[src/rtl/flp_arb_pkg.sv]
// Shared types and constants for the FlP adder arbiter.
// OVERALL_BITS mirrors the project-wide float width.
package flp_arb_pkg;

    localparam int OVERALL_BITS = 32;
    localparam int MAX_REQ      = 8;

    function automatic int id_w(input int n);
        return (n > 1) ? $clog2(n) : 1;
    endfunction

    localparam int ID_W = id_w(MAX_REQ);

    typedef struct packed {
        logic            valid;
        logic [ID_W-1:0] id;
    } tag_t;

endpackage

[src/rtl/flp_adder_arbiter_if.sv]
// Requester-side bus of the FlP adder arbiter: operand offers and result strobes.
// master = compute engines, slave = arbiter.
interface flp_adder_arbiter_if
    import flp_arb_pkg::*;
#(
    parameter int NUM_REQ = 4
) ();

    logic [NUM_REQ-1:0]              req_valid;
    logic [NUM_REQ-1:0]              req_ready;
    logic [NUM_REQ*OVERALL_BITS-1:0] req_a;
    logic [NUM_REQ*OVERALL_BITS-1:0] req_b;
    logic [NUM_REQ-1:0]              rsp_valid;
    logic [OVERALL_BITS-1:0]         rsp_result;

    modport master (
        output req_valid, req_a, req_b,
        input  req_ready, rsp_valid, rsp_result
    );

    modport slave (
        input  req_valid, req_a, req_b,
        output req_ready, rsp_valid, rsp_result
    );

endinterface

[src/rtl/flp_arb_grant.sv]
// One-hot grant from a request vector. FLP_ARB_ROUND_ROBIN_EN selects a rotating
// search starting at i_ptr; otherwise lowest index wins and no pointer port exists.
module flp_arb_grant
    import flp_arb_pkg::*;
#(
    parameter int NUM_REQ = 4
) (
`ifdef FLP_ARB_ROUND_ROBIN_EN
    input  logic [id_w(NUM_REQ)-1:0] i_ptr,
`endif
    input  logic [NUM_REQ-1:0]       i_req,
    output logic [NUM_REQ-1:0]       o_grant
);

    logic w_found;
    logic w_hit;

    // Scan requesters in search order; the first active one takes the grant.
    always_comb begin
        o_grant = '0;
        w_found = 1'b0;
        w_hit   = 1'b0;
        for (int k = 0; k < NUM_REQ; k++) begin
`ifdef FLP_ARB_ROUND_ROBIN_EN
            w_hit = i_req[(int'(i_ptr) + k) % NUM_REQ] & ~w_found;
            o_grant[(int'(i_ptr) + k) % NUM_REQ] = w_hit;
`else
            w_hit = i_req[k] & ~w_found;
            o_grant[k] = w_hit;
`endif
            w_found = w_found | w_hit;
        end
    end

endmodule

[src/rtl/flp_adder_arbiter.sv]
// Shares one fixed-latency pipelined FlP adder between NUM_REQ requesters and routes results back.
// Macro FLP_ARB_ROUND_ROBIN_EN: round-robin grant (default build: fixed priority, lowest index wins).
module flp_adder_arbiter
    import flp_arb_pkg::*;
#(
    parameter int NUM_REQ       = 4,
    parameter int ADDER_LATENCY = 8
) (
    input  logic                    clk,
    input  logic                    rst_n,
    flp_adder_arbiter_if.slave      bus,
    input  logic                    i_hold,
    output logic                    o_adder_valid,
    output logic [OVERALL_BITS-1:0] o_adder_a,
    output logic [OVERALL_BITS-1:0] o_adder_b,
    input  logic [OVERALL_BITS-1:0] i_adder_result,
    input  logic                    i_adder_done,
    output logic                    o_busy,
    output logic                    o_err
);

    localparam int NID_W      = id_w(NUM_REQ);
    localparam int TAG_STAGES = ADDER_LATENCY + 1;
    localparam int MASK_W     = $clog2(ADDER_LATENCY + 2);

    logic [NUM_REQ-1:0]        w_grant;
    logic [NUM_REQ-1:0]        w_ready;
    logic                      w_fire;
    logic [NID_W-1:0]          w_win_id;
    logic [OVERALL_BITS-1:0]   w_win_a;
    logic [OVERALL_BITS-1:0]   w_win_b;
    tag_t                      w_tag_out;
    logic                      w_retire;

    tag_t [TAG_STAGES-1:0]     r_tag;
    logic [NUM_REQ-1:0]        r_rsp_valid;
    logic [OVERALL_BITS-1:0]   r_rsp_result;
    logic [MASK_W-1:0]         r_mask;
    logic                      r_err;

`ifdef FLP_ARB_ROUND_ROBIN_EN
    logic [NID_W-1:0]          r_rr_ptr;
`endif

    flp_arb_grant #(.NUM_REQ(NUM_REQ)) u_grant (
`ifdef FLP_ARB_ROUND_ROBIN_EN
        .i_ptr   (r_rr_ptr),
`endif
        .i_req   (bus.req_valid),
        .o_grant (w_grant)
    );

    // Ready is forced low while reset is asserted so outputs read 0 immediately.
    assign w_ready       = w_grant & {NUM_REQ{~i_hold & rst_n}};
    assign bus.req_ready = w_ready;
    assign w_fire        = |(bus.req_valid & w_ready);

    // Encode the winning index and mux its operands.
    always_comb begin
        w_win_id = '0;
        w_win_a  = '0;
        w_win_b  = '0;
        for (int i = 0; i < NUM_REQ; i++) begin
            w_win_id = w_win_id | (w_grant[i] ? NID_W'(i) : '0);
            w_win_a  = w_win_a | ({OVERALL_BITS{w_grant[i]}} & bus.req_a[i*OVERALL_BITS +: OVERALL_BITS]);
            w_win_b  = w_win_b | ({OVERALL_BITS{w_grant[i]}} & bus.req_b[i*OVERALL_BITS +: OVERALL_BITS]);
        end
    end

    // Issue registers towards the adder; operands hold when nothing is issued.
    always_ff @(posedge clk or negedge rst_n) begin
        if (!rst_n) begin
            o_adder_valid <= 1'b0;
            o_adder_a     <= '0;
            o_adder_b     <= '0;
        end else begin
            o_adder_valid <= w_fire;
            if (w_fire) begin
                o_adder_a <= w_win_a;
                o_adder_b <= w_win_b;
            end
        end
    end

`ifdef FLP_ARB_ROUND_ROBIN_EN
    // Rotate the search start past the last winner.
    always_ff @(posedge clk or negedge rst_n) begin
        if (!rst_n) begin
            r_rr_ptr <= '0;
        end else if (w_fire) begin
            r_rr_ptr <= (w_win_id == NID_W'(NUM_REQ - 1)) ? '0 : w_win_id + NID_W'(1);
        end
    end
`endif

    // Requester ID travels beside the adder so its exit lines up with adder done.
    always_ff @(posedge clk or negedge rst_n) begin
        if (!rst_n) begin
            r_tag <= '0;
        end else begin
            r_tag <= {r_tag[TAG_STAGES-2:0], tag_t'{valid: w_fire, id: ID_W'(w_win_id)}};
        end
    end

    assign w_tag_out = r_tag[TAG_STAGES-1];
    assign w_retire  = i_adder_done & w_tag_out.valid;

    // Response strobe to the originator; result holds between strobes.
    always_ff @(posedge clk or negedge rst_n) begin
        if (!rst_n) begin
            r_rsp_valid  <= '0;
            r_rsp_result <= '0;
        end else begin
            r_rsp_valid <= w_retire ? (NUM_REQ'(1'b1) << w_tag_out.id) : '0;
            if (w_retire) begin
                r_rsp_result <= i_adder_result;
            end
        end
    end

    assign bus.rsp_valid  = r_rsp_valid;
    assign bus.rsp_result = r_rsp_result;

    // The mask window hides done pulses left in the unreset adder after reset.
    always_ff @(posedge clk or negedge rst_n) begin
        if (!rst_n) begin
            r_mask <= MASK_W'(ADDER_LATENCY + 1);
            r_err  <= 1'b0;
        end else begin
            if (r_mask != '0) begin
                r_mask <= r_mask - MASK_W'(1);
            end
            if ((r_mask == '0) && (i_adder_done != w_tag_out.valid)) begin
                r_err <= 1'b1;
            end
        end
    end

    assign o_err = r_err;

    // Busy while any tag stage is occupied.
    always_comb begin
        o_busy = 1'b0;
        for (int s = 0; s < TAG_STAGES; s++) begin
            o_busy = o_busy | r_tag[s].valid;
        end
    end

endmodule

[src/flat_wrapper.sv]
// flat-port wrapper written by rule: the top's interface ports become plain ports
module flp_adder_arbiter_flat import flp_arb_pkg::*;
#(
    parameter int NUM_REQ       = 4,
    parameter int ADDER_LATENCY = 8
)
  (clk, rst_n, i_hold, o_adder_valid, o_adder_a, o_adder_b, i_adder_result, i_adder_done, o_busy, o_err, bus_req_valid, bus_req_a, bus_req_b, bus_req_ready, bus_rsp_valid, bus_rsp_result);
  flp_adder_arbiter_if #(.NUM_REQ(NUM_REQ)) bus_i ();
  input  logic clk;
  input  logic rst_n;
  input  logic i_hold;
  output logic o_adder_valid;
  output logic [OVERALL_BITS-1:0] o_adder_a;
  output logic [OVERALL_BITS-1:0] o_adder_b;
  input  logic [OVERALL_BITS-1:0] i_adder_result;
  input  logic i_adder_done;
  output logic o_busy;
  output logic o_err;
  input wire logic [$bits(bus_i.req_valid)-1:0] bus_req_valid;
  input wire logic [$bits(bus_i.req_a)-1:0] bus_req_a;
  input wire logic [$bits(bus_i.req_b)-1:0] bus_req_b;
  output wire logic [$bits(bus_i.req_ready)-1:0] bus_req_ready;
  output wire logic [$bits(bus_i.rsp_valid)-1:0] bus_rsp_valid;
  output wire logic [$bits(bus_i.rsp_result)-1:0] bus_rsp_result;
  assign bus_i.req_valid = bus_req_valid;
  assign bus_i.req_a = bus_req_a;
  assign bus_i.req_b = bus_req_b;
  assign bus_req_ready = bus_i.req_ready;
  assign bus_rsp_valid = bus_i.rsp_valid;
  assign bus_rsp_result = bus_i.rsp_result;
  flp_adder_arbiter #(.NUM_REQ(NUM_REQ), .ADDER_LATENCY(ADDER_LATENCY)) u_core (.clk(clk), .rst_n(rst_n), .bus(bus_i), .i_hold(i_hold), .o_adder_valid(o_adder_valid), .o_adder_a(o_adder_a), .o_adder_b(o_adder_b), .i_adder_result(i_adder_result), .i_adder_done(i_adder_done), .o_busy(o_busy), .o_err(o_err));
endmodule
[config.mk]
export PLATFORM = sky130hd
export DESIGN_NAME = flp_adder_arbiter_flat
export DESIGN_NICKNAME = d
export VERILOG_FILES = /design/src/rtl/flp_arb_pkg.sv /design/src/rtl/flp_adder_arbiter_if.sv /design/src/rtl/flp_arb_grant.sv /design/src/rtl/flp_adder_arbiter.sv /design/src/flat_wrapper.sv
export SDC_FILE = /design/constraint.sdc
export NUM_CORES = 1
export LEC_CHECK = 0
export BUFFER_PORTS_ARGS = -buffer_cell sky130_fd_sc_hd__buf_2
export CAP_MARGIN = 25
export CORE_AREA = 5 5 155 157
export DETAILED_ROUTE_END_ITERATION = 10
export DIE_AREA = 0 0 160 162
export PLACE_DENSITY = 0.61
export SYNTH_ARGS = -nofsm -noshare
export SYNTH_HDL_FRONTEND = slang
export SYNTH_SLANG_ARGS = --single-unit
export TNS_END_PERCENT = 5
[constraint.sdc]
create_clock -name clk -period 1.7 [get_ports clk]
set_input_delay 0.34 -clock clk [delete_from_list [all_inputs] [get_ports clk]]
set_output_delay 0.34 -clock clk [all_outputs]
set_load 0.02 [all_outputs]
# Word-level counts from Yosys, hierarchy flattened

Index checks and enable logic that the tools add are counted.
W data, S select, Z words.

Word-level logic and storage cells: 72
Bits in registers: 132
Output and inout bits: 107
Input port bits: 296

$add $sub $neg: 1
Muxes and demuxes: 4
Equal/unequal tests: 1
Reduce and logical (&&, ||, !) cells: 4
Bitwise logic cells: 37
Shift-type cells: 1

Operators with widths:

| kind                  | count |
|---|---|
| $and A32 B32 Y32      | 8 |
| $or A32 B32 Y32       | 6 |
| $or A1 B1 Y1          | 10 |
| $and A4 B4 Y4         | 2 |
| $and A1 B1 Y1         | 5 |
| $logic_not A4 Y1      | 1 |
| $mux W2               | 2 |
| $mux W4               | 1 |
| $not A1 Y1            | 4 |
| $or A2 B2 Y2          | 2 |
| $reduce_bool A4 Y1    | 1 |
| $reduce_or A4 Y1      | 1 |
| $shl A1 B2 Y4 const A | 1 |
| $sub A4 B1 Y4 const B | 1 |
| $logic_and A1 B1 Y1   | 1 |
| $mux W1               | 1 |
| $ne A1 B1 Y1          | 1 |

# Depth between registers and ports, before layout

Depth after elaboration: 11
Mapped depth: 6
Depth with buffers taken out: 4

# By module

From an unflattened synthesis, not the netlist that was laid out.

Cell total of the unflattened synthesis: 498
Area, all modules: 6,266.0 um^2

By module, submodules not included:

| module            | seq. area each (um^2) | area an instance (um^2) | times used | cells each |
|---|---|---|---|---|
| flp_adder_arbiter | 3,305.7               | 6,222.2                 | 1          | 493 |
| flp_arb_grant     | 0.0                   | 43.8                    | 1          | 5 |

# Worst setup path before layout

OpenSTA, ideal clock, no wires.

Kind: input-to-output
From: in bus_req_valid[0]
To: out bus_req_ready[1]
Arrival time: 1.277 ns
Slack: 0.083 ns
Buffers on the path: 3
Required time: 1.360 ns
Cell stages on the path: 5
Cells stage by stage: buf_2 -> buf_2 -> clkbuf_1 -> nand2b_1 -> nor2_1

Cells in the longest elaborated chain, start to end: 3

RTL lines:

| what          | line                    | RTL |
|---|---|---|
| from (decl)   | flat_wrapper.sv:19      | `input wire logic [$bits(bus_i.req_valid)-1:0] bus_req_valid;` |
| $not A1 Y1    | flp_arb_grant.sv:28     | `w_hit = i_req[k] & ~w_found;` |
| $and A1 B1 Y1 | flp_arb_grant.sv:28     |  |
| $and A4 B4 Y4 | flp_adder_arbiter.sv:54 | `assign w_ready = w_grant & {NUM_REQ{~i_hold & rst_n}};` |
| to (decl)     | flat_wrapper.sv:22      | `output wire logic [$bits(bus_i.req_ready)-1:0] bus_req_ready;` |

No other way between the ends.

# Final worst setup path

From: reg u_core.r_tag[15] (netlist name)
To: out o_busy

Cells in the longest elaborated chain, start to end: 6

RTL lines:

| what                      | line                     | RTL |
|---|---|---|
| from (decl)               | flp_adder_arbiter.sv:35  | `tag_t [TAG_STAGES-1:0] r_tag;` |
| from (signal assigned)    | flp_adder_arbiter.sv:101 | `r_tag <= {r_tag[TAG_STAGES-2:0], tag_t'{valid: w_fire, id: ID_W'(w_win_id)}};` |
| $or A1 B1 Y1 (6 in a row) | flp_adder_arbiter.sv:145 | `o_busy = o_busy \| r_tag[s].valid;` |
| to (decl)                 | flat_wrapper.sv:17       | `output logic o_busy;` |

No other way between the ends.

==> impl_results.md <==
- Vias: around 6800
- Max-slew headroom: about 53%
- GRT Resource Usage Total: 18.0%
- Insertion delay of the later-clocked pin in the worst-skew pair: roughly 0.40 ns
- Fin. Hold Viols: 0
- IO buf count: around 400
- Count of flip-flops with a built-in enable after synthesis: 0
- Max Fanout on Critical Path: 2
- Worst setup path startpoint: u_core.r_tag[15]$_DFF_PN0_
- Worst vdd rail ir drop: about 0.60 mV
- Final critical-path share of the clock period: 97.8%
- Crit path capture type: output pin
- Fillers: approximately 2200
- CP Data Required Time: about 1.4 ns
- Aggregate global routing overflow: 0
- Number of flip-flops and latches in the synthesized netlist: 132
- Critical Path Source Type: flop
- Number of distinct standard cells referenced by the synthesized netlist: 32
- Row count: between 50 and 60
- Yosys warnings: 0
- Clock-pin slew reported for the worst setup and hold paths after clock tree synthesis: approximately 0.06 ns
- Clock Tree Buf Depth: 2
- Worst setup timing slack at the placement stage: about 0.029 ns
- Starting density of the core: between 30 and 40%
- Signal arrival time at the worst endpoint: between 1 and 1.5 ns
- CP Cell Sequence: nor4_2 -> nand3_1 -> buf_6
- Pwr per Cell Area: between 1000 and 1500 nW/um^2
- Post-synthesis instance area: approximately 6800 sq um
- Layout cells sized above 1: a little under half
- Core ar.: 22400 sq um
- Crit path max-delay cell type: sky130_fd_sc_hd__dfrtp_1
- Pin count of the biggest net entering global routing: 131
- GRT Max-Usage Layer: met2
- Sequential element share of the synthesized area: about half
- Via count of the first global-routing pass: just under 7000
- HPWL after detailed placement: between 15 and 20 mm
- Worst-Margin Slew: ~0.71 ns
- Residual DRC count: 0
- Min Hold Slack: ~0.06 ns
- Post-route minimum period: 1.66 ns
- Yosys top cell area share: 47.5%
- Synthesized netlist cell count: ~700
- Reg-to-reg critical path startpoint: u_core.r_mask[1]$_DFFE_PN0N_
- Leakage power total: between 4 and 5 nW
- Most common cell after layout, fill and taps aside: sky130_fd_sc_hd__buf_2
- Class of the tightest hold or removal check: in2async
- I/O pins: roughly 400
- Leading cell types by total area after synthesis: sky130_fd_sc_hd__dfrtp_1, sky130_fd_sc_hd__a21oi_1, sky130_fd_sc_hd__a22o_1
- Largest area contributor in the synthesized netlist: sky130_fd_sc_hd__dfrtp_1
- Post-route setup slack: between 0.03 and 0.04 ns
- Number of setup violations in the final report: 0
- DR pass1 iterations: 4
- Final GP Congestion: around 0.84
- Fin util: roughly 44%
- Setup slack, reg-to-reg: just under 0.3 ns
- Antenna violations before repair: 2
- Count of max-cap constraint violations: 0
- Master cell of the clock root buffer: sky130_fd_sc_hd__clkbuf_16
- Top achievable clock speed: between 0.6 and 0.7 GHz
- Count of nets after finishing: ~1400
- WL final: 24.3 mm
- End of the worst register-to-register path: u_core.r_mask[1]$_DFFE_PN0N_
- Global-route track usage on met3: between 5 and 6%
- Async set-or-reset flop fraction in the synthesized netlist: between 90% and 100%
- Area delta synth->final: 44.2%
- GR Layer Usage met2: a little under a third
- Die boundary width: between 150 and 200 um
- Die outline area: ~26000 sq um
- Predominant post-synthesis flop cell: sky130_fd_sc_hd__dfrtp_1
- Critical path class: reg2out
- 1st-iter DRT viols: 375
- Mean instance size in the synthesized netlist: between 9 and 10 sq um
- Clock H-tree levels: 4
- CTS tree: yes
- Delay of the slowest critical-path stage: between 0.3 and 0.4 ns
- Wire length of the first global-routing pass: between 30 and 40 mm
- Commonest cells after routing, fill and taps aside: sky130_fd_sc_hd__buf_2, sky130_fd_sc_hd__dfrtp_1, sky130_fd_sc_hd__a21oi_1
- TritonCTS buffer count: 17
- RSZ-0062 raised after global routing: yes
- Met1 layer usage reported by global route: 21.3%
- Number of sinks handled by clock tree synthesis: around 130
- Die Height: 162 um
- Routed wire length per instance: around 17 um
- Status: finished clean
- Clock skew: approximately 0.0069 ns
- Setup total negative slack: 0 ns
- Antenna-violating nets left: 0
- Reg2Reg Depth: 4
- Total count of max-transition violations in the final report: 0
- Syn nets: 1017
- Via/cell ratio: approximately 5
## registers in the layout (all words and copies together) (netlist names)
signal                 flops
u_core.r_mask              4
u_core.o_err               1
u_core.o_adder_a          32
u_core.o_adder_b          32
u_core.bus.rsp_valid       4
u_core.bus.rsp_result     32
u_core.r_tag              26
u_core.o_adder_valid       1
## through the flow
stage                     cell area, sq um  power [mW]  std cells
after global placement                9200        6.30       1361
after global routing                  9870        10.7       1396
after floorplan                       6840        5.17        719
after detailed placement              9200        6.34       1361
final                                 9870        10.2       1396
after CTS                             9850        10.3       1394
## where the power goes
group	total [mW]	internal, mW	switching, mW	leakage [nW]
clock network	3.96	2.51	1.44	0.304
logic	2.44	1.02	1.42	3.02
registers	3.81	3.58	0.232	1.54
## cell type report
cell class / instances / area [sq um] / area share, %
clock buffers: 18 / 439 / 4.45
inverters: 67 / 251 / 2.55
flip-flops and latches: 132 / 3310 / 33.5
multi-input cells: 451 / 2980 / 30.2
diodes: 1 / 2.50 / 0.0254
clock inverters: 14 / 196 / 1.99
repair buffers: 428 / 2340 / 23.7
well taps: 285 / 357 / 3.61
## synth_stat cells (all sizes together) (3+ instances only)
cell      n
nand3b   65
clkbuf   33
a22o     64
a21oi   129
nor3      3
mux2     32
buf      36
a31oi    64
nand2    66
nor2      6
dfrtp   130
inv      67
## worst max path at each step
stage | cells past startpoint | to | slack [ns]
final | 3 | o_busy | 0.04
after global routing | 3 | o_busy | -0.07
after CTS | 3 | o_busy | -0.0006
after detailed placement | 5 | u_core.o_adder_b[6]$_DFFE_PN0P_ | 0.03
after global placement | 7 | u_core.o_adder_a[31]$_DFFE_PN0P_ | 0.04
after floorplan | 5 | bus_req_ready[1] | 0.08
## critical path: cells and delay by family (launching register included)
| family | cells | cell delay, ns |
|---|---|---|
| flops | 1 | 0.38 |
| buf+inv | 1 | 0.15 |
| simple gates | 2 | 0.38 |
## layer usage
layer	share of wire, %	vias to the layer above	routed length [um]
li1	-	3315	-
met1	41	3177	9870
met2	49	289	12000
met3	7.5	36	1830
met4	2.7	2	654
met5	0.053	-	13
## repair_timing
action | CTS | global route
buffers inserted | 0 | 1
gates cloned | 0 | 0
gates resized for setup | 2 | 1
endpoints found under the hold margin | 4 | 0
hold buffers | 1 | 0
pin swaps | 2 | 2
setup endpoints to repair | 1 | 1
## cell families (layout without fill, tap and decap cells)
group           count (synthesis)  count (layout)  share of synthesized area [%]
compound gates                260             260                           24.3
simple gates                  155             155                           12.8
buf+inv                       136             527                           8.65
flops                         132             132                           48.3
mux                            33              33                           5.41
fa+ha+maj                       2               2                          0.366
xor+xnor                        1               1                          0.128
other cells                     0               1                              0
(Power assumes the default switching activity.)
